[src/rtl/area_scan_gen.sv]
// Row-major coordinate scanner feeding external area decoders; registers one
// pixel record per coordinate behind a valid/ready handshake and counts hits per frame.
module area_scan_gen #(
   parameter logic [6:0] ROWS = 7'd32,
   parameter logic [6:0] COLS = 7'd3
) (
   input  logic        clk,
   input  logic        rst,
   input  logic        start,
   input  logic        loop_en,
   output logic [6:0]  row_now,
   output logic [6:0]  col_now,
   input  logic        judge1,
   input  logic        judge2,
   input  logic        judge3,
   output logic        pix_valid,
   input  logic        pix_ready,
   output logic [6:0]  pix_row,
   output logic [6:0]  pix_col,
   output logic [1:0]  pix_level,
   output logic        busy,
   output logic        frame_done,
   output logic [13:0] hit_cnt
);

   typedef enum logic [1:0] {
      IDLE  = 2'd0,
      SCAN  = 2'd1,
      DRAIN = 2'd2
   } state_t;

   localparam logic [13:0] ACC_MAX = 14'h3FFF;

   state_t      state_q, state_d;
   logic [6:0]  row_q, row_d;
   logic [6:0]  col_q, col_d;
   logic        valid_q, valid_d;
   logic [6:0]  prow_q, prow_d;
   logic [6:0]  pcol_q, pcol_d;
   logic [1:0]  plev_q, plev_d;
   logic        done_q, done_d;
   logic [13:0] hit_q, hit_d;
   logic [13:0] acc_q, acc_d;

   logic        adv;
   logic        xfer;
   logic        last_pos;
   logic [1:0]  level_w;

   assign adv      = !valid_q || pix_ready;
   assign xfer     = valid_q && pix_ready;
   assign last_pos = (row_q == ROWS) && (col_q == COLS);

   always_comb begin
      level_w = 2'd0;
      if (judge1) begin
         level_w = 2'd1;
      end else if (judge2) begin
         level_w = 2'd2;
      end else if (judge3) begin
         level_w = 2'd3;
      end
   end

   always_ff @(posedge clk) begin
      if (rst) begin
         state_q <= IDLE;
         row_q   <= 7'd1;
         col_q   <= 7'd1;
         valid_q <= 1'b0;
         prow_q  <= 7'd0;
         pcol_q  <= 7'd0;
         plev_q  <= 2'd0;
         done_q  <= 1'b0;
         hit_q   <= 14'd0;
         acc_q   <= 14'd0;
      end else begin
         state_q <= state_d;
         row_q   <= row_d;
         col_q   <= col_d;
         valid_q <= valid_d;
         prow_q  <= prow_d;
         pcol_q  <= pcol_d;
         plev_q  <= plev_d;
         done_q  <= done_d;
         hit_q   <= hit_d;
         acc_q   <= acc_d;
      end
   end

   always_comb begin
      state_d = state_q;
      row_d   = row_q;
      col_d   = col_q;
      valid_d = valid_q;
      prow_d  = prow_q;
      pcol_d  = pcol_q;
      plev_d  = plev_q;
      done_d  = 1'b0;
      hit_d   = hit_q;
      acc_d   = acc_q;

      case (state_q)
         IDLE: begin
            if (xfer) begin
               valid_d = 1'b0;
            end
            if (start) begin
               row_d   = 7'd1;
               col_d   = 7'd1;
               acc_d   = 14'd0;
               state_d = SCAN;
            end
         end

         SCAN: begin
            // A stalled record freezes both the record and the counters, so
            // the decoders keep seeing the coordinate that is still owed.
            if (adv) begin
               valid_d = 1'b1;
               prow_d  = row_q;
               pcol_d  = col_q;
               plev_d  = level_w;
               if ((level_w != 2'd0) && (acc_q != ACC_MAX)) begin
                  acc_d = acc_q + 14'd1;
               end
               if (last_pos) begin
                  state_d = DRAIN;
               end else if (col_q == COLS) begin
                  col_d = 7'd1;
                  row_d = row_q + 7'd1;
               end else begin
                  col_d = col_q + 7'd1;
               end
            end
         end

         DRAIN: begin
            if (xfer) begin
               valid_d = 1'b0;
               done_d  = 1'b1;
               hit_d   = acc_q;
               if (loop_en) begin
                  row_d   = 7'd1;
                  col_d   = 7'd1;
                  acc_d   = 14'd0;
                  state_d = SCAN;
               end else begin
                  state_d = IDLE;
               end
            end
         end

         default: begin
            state_d = IDLE;
         end
      endcase
   end

   assign row_now    = row_q;
   assign col_now    = col_q;
   assign pix_valid  = valid_q;
   assign pix_row    = prow_q;
   assign pix_col    = pcol_q;
   assign pix_level  = plev_q;
   assign busy       = (state_q != IDLE);
   assign frame_done = done_q;
   assign hit_cnt    = hit_q;

endmodule

[config.mk]
export PLATFORM = sky130hd
export DESIGN_NAME = area_scan_gen
export DESIGN_NICKNAME = d
export VERILOG_FILES = /design/src/rtl/area_scan_gen.sv
export SDC_FILE = /design/constraint.sdc
export NUM_CORES = 1
export LEC_CHECK = 0
export CAP_MARGIN = 20
export CORE_ASPECT_RATIO = 2
export CORE_MARGIN = 1
export CORE_UTILIZATION = 51
export DETAILED_ROUTE_END_ITERATION = 10
export PLACE_DENSITY_LB_ADDON = 0.05
export SYNTH_ARGS = -nofsm -noshare
export SYNTH_HDL_FRONTEND = slang
export SYNTH_SLANG_ARGS = --single-unit
[constraint.sdc]
create_clock -name clk -period 2.5 [get_ports clk]
set_input_delay 0.25 -clock clk [delete_from_list [all_inputs] [get_ports clk]]
set_output_delay 0.25 -clock clk [all_outputs]
set_load 0.01 [all_outputs]
==> results of run 1 <==
==> final timing paths <==
| check | startpoint | to | slack, ns | cells past startpoint |
|---|---|---|---|---|
| setup reg to reg | acc_q[0] | acc_q[6] | 0.18 | 6 |
| hold reg to reg | pix_row[1] | pix_row[1] | 0.45 | 2 |
| setup / recovery | acc_q[0] | acc_q[6] | 0.18 | 6 |
| hold / removal | rst | pix_level[1] | 0.40 | 2 |
==> stage by stage <==
step	power [mW]	utilization	setup slack [ns]	hold WS, ns	area (um^2)
after global routing	2.18	0.677	0.0456	0.436	3640
after detailed placement	1.35	0.646	0.211	0.445	3470
after global placement	1.34	0.646	0.300	0.441	3470
final	2.11	0.677	0.179	0.399	3640
after CTS	2.12	0.677	0.200	0.392	3640
after floorplan	1.23	-	0.534	0.426	2850
==> registers in the layout, indices dropped and copies added (netlist names) <==
name	count
frame_done	1
hit_cnt	14
row_now	7
state_q	2
acc_q	14
pix_valid	1
col_now	7
pix_col	7
pix_row	7
pix_level	2
==> metal layers <==
layer	vias to the layer above	part of all wire
met4	0	0.047
met5	-	0
met3	29	0.030
li1	1394	-
met2	72	0.54
met1	1322	0.38
==> critical path, cell delays in order, from the launching register on <==
cell	delay [ns]
dfxtp_1	0.43
ha_1	0.28
nand4_1	0.18
or4_4	0.59
o211ai_2	0.45
o21ai_0	0.17
a21oi_1	0.15
==> cell usage after synthesis, drive strengths merged, types with 3 or more instances <==
master,instances,area [um^2]
a311oi,3,32.5
dfxtp,62,1240
buf,3,21.3
nor2b,10,62.6
o31ai,3,22.5
a31oi,7,43.8
nor4,5,31.3
nor2,17,63.8
or3,4,25.0
nand4,3,18.8
nand4b,3,26.3
ha,4,50.1
nor3,17,90.1
nand2,73,274
nand2b,7,43.8
clkbuf,17,65.1
a41oi,3,26.3
and3,3,18.8
mux2i,3,30.0
nand3,17,85.1
inv,7,26.3
o21ai,19,95.1
a21oi,45,225
==> cell type report <==
type                            count  area share
Clock buffer                       14      0.0447
Multi-Input combinational cell    272       0.410
Clock inverter                      1     0.00138
Inverter                            7     0.00722
Tap cell                           60      0.0206
Sequential cell                    62       0.341
Timing Repair Buffer               66       0.175
==> cells by family after synthesis <==
logic type,share of synthesized area
AOI/OAI and AO/OA,0.201
buffers and inverters,0.0396
xor gates and xnor gates,0.00308
DFF,0.436
and+or+nand+nor,0.292
adders and majority gates,0.0176
muxes,0.0106
==> power by group <==
group / switching [mW] / total [mW] / internal, mW
sequential: 0.0222 / 1.03 / 1.01
combinational: 0.176 / 0.296 / 0.120
clock: 0.376 / 0.784 / 0.408
==> impl_metrics.toml, run 1 <==
[cts]
cts.path.max_buffers = 2
ctsHoldBuffers = 0
cts_setup_buffers = 0
cts_tree = "done"
root_buffer = "clkbuf_8"
cts_resized = 0
clkTransAtPathRegs_ns = 0.07
cts-htree-levels = 3
cts_made_buffers = 9
cts_num_sinks = 62
insertion_delay_ns = 0.35

[sta]
period_share = 0.929
drv_slew = 0
rsz0062_at_grt = "false"
finalClockSkew_ns = 0.00866
finalSetupTns_ns = 0
period_needed_ns = 2.32
maxSlewHeadroom = 0.544
max_freq_ghz = 0.431
setup_viol = 0
tightest_slew_ns = 0.684
hold_viol_final = 0

[drt]
drt-wirelength-per-cell_um = 14.9
vias = 2817
routed_wl_um = 7200
viasPerCell = 5.84
first_pass_iters = 4
drtAntennaViolNets = 0
drc = 0
first_iter_violations = 75

[cells_and_area]
regArea_um2 = 1240
multi_input_area_um2 = 1490
nNetsFinal = 430
layout_common_cells = "nand2_1, dfxtp_1, clkdlybuf4s50_1"
drive_above_1_share = 0.0782
stdcell_count = 482
areaGrowthSynthToFinish_pct = 27.9
diodes = 0
final.fill_count = 492
final_common_cell = "nand2_1"

[global_route]
met3_usage = 0.0353
grt_pass1_vias = 2636
met1_usage = 0.268
grtUsageMet2 = 0.469
grt_pass1_wl_um = 11600
grt_usage = 0.273
grt_overflow = 0
grt_busiest_layer = "met2"
grt_antenna_before_repair = 0
grt_max_degree = 35

[flow_run]
cap_violations = 0

[worst_setup_path]
cp-end-kind = "flop"
arrival_ns = 2.61
critical_path_class = "reg2reg"
cp.required_ns = 2.79
cp-start-kind = "flop"
crit_fanout = 11

[synth]
synth_edf_count = 0
ys_warn_count = 0
synth_seq_area_share = 0.436
ys_seq_elements = 62
synthArstFlopShare = 0
ys_types = 48
syn_avg_cell_area_um2 = 7.88
synth_nets = 373
synth_cells = 361
synthesis.area_um2 = 2850
ys.flop_type = "dfxtp_1"

[floorplanning]
initial_core_util = 0.530
die_h_um = 108
boundaryPins = 55
core-area_um2 = 5370
die_area_um2 = 5900
std_cell_rows = 38
die_w_um = 54.8

[worst_hold_path]
hold_class = "in2reg"

[placement]
gp_congestion = 0.962
place_inst = 467
hpwl_um = 5200
io_buffers = 54

[status]
outcome = "finished clean"

[pwr]
p_per_area_nw_per_um2 = 580
p_leak_nw = 1.22
vdd.ir_drop.worst_uv = 514
Power figures use the tool's default switching activity.
==> inputs of run 2 (changes only) <==
--- a/config.mk
+++ b/config.mk
@@ -11,6 +11,7 @@
 export CORE_UTILIZATION = 51
 export DETAILED_ROUTE_END_ITERATION = 10
 export PLACE_DENSITY_LB_ADDON = 0.05
+export SLEW_MARGIN = 20
 export SYNTH_ARGS = -nofsm -noshare
 export SYNTH_HDL_FRONTEND = slang
 export SYNTH_SLANG_ARGS = --single-unit
==> results of run 2 <==
Same layout as run 1: the final DEF is identical, and so are final timing and power.
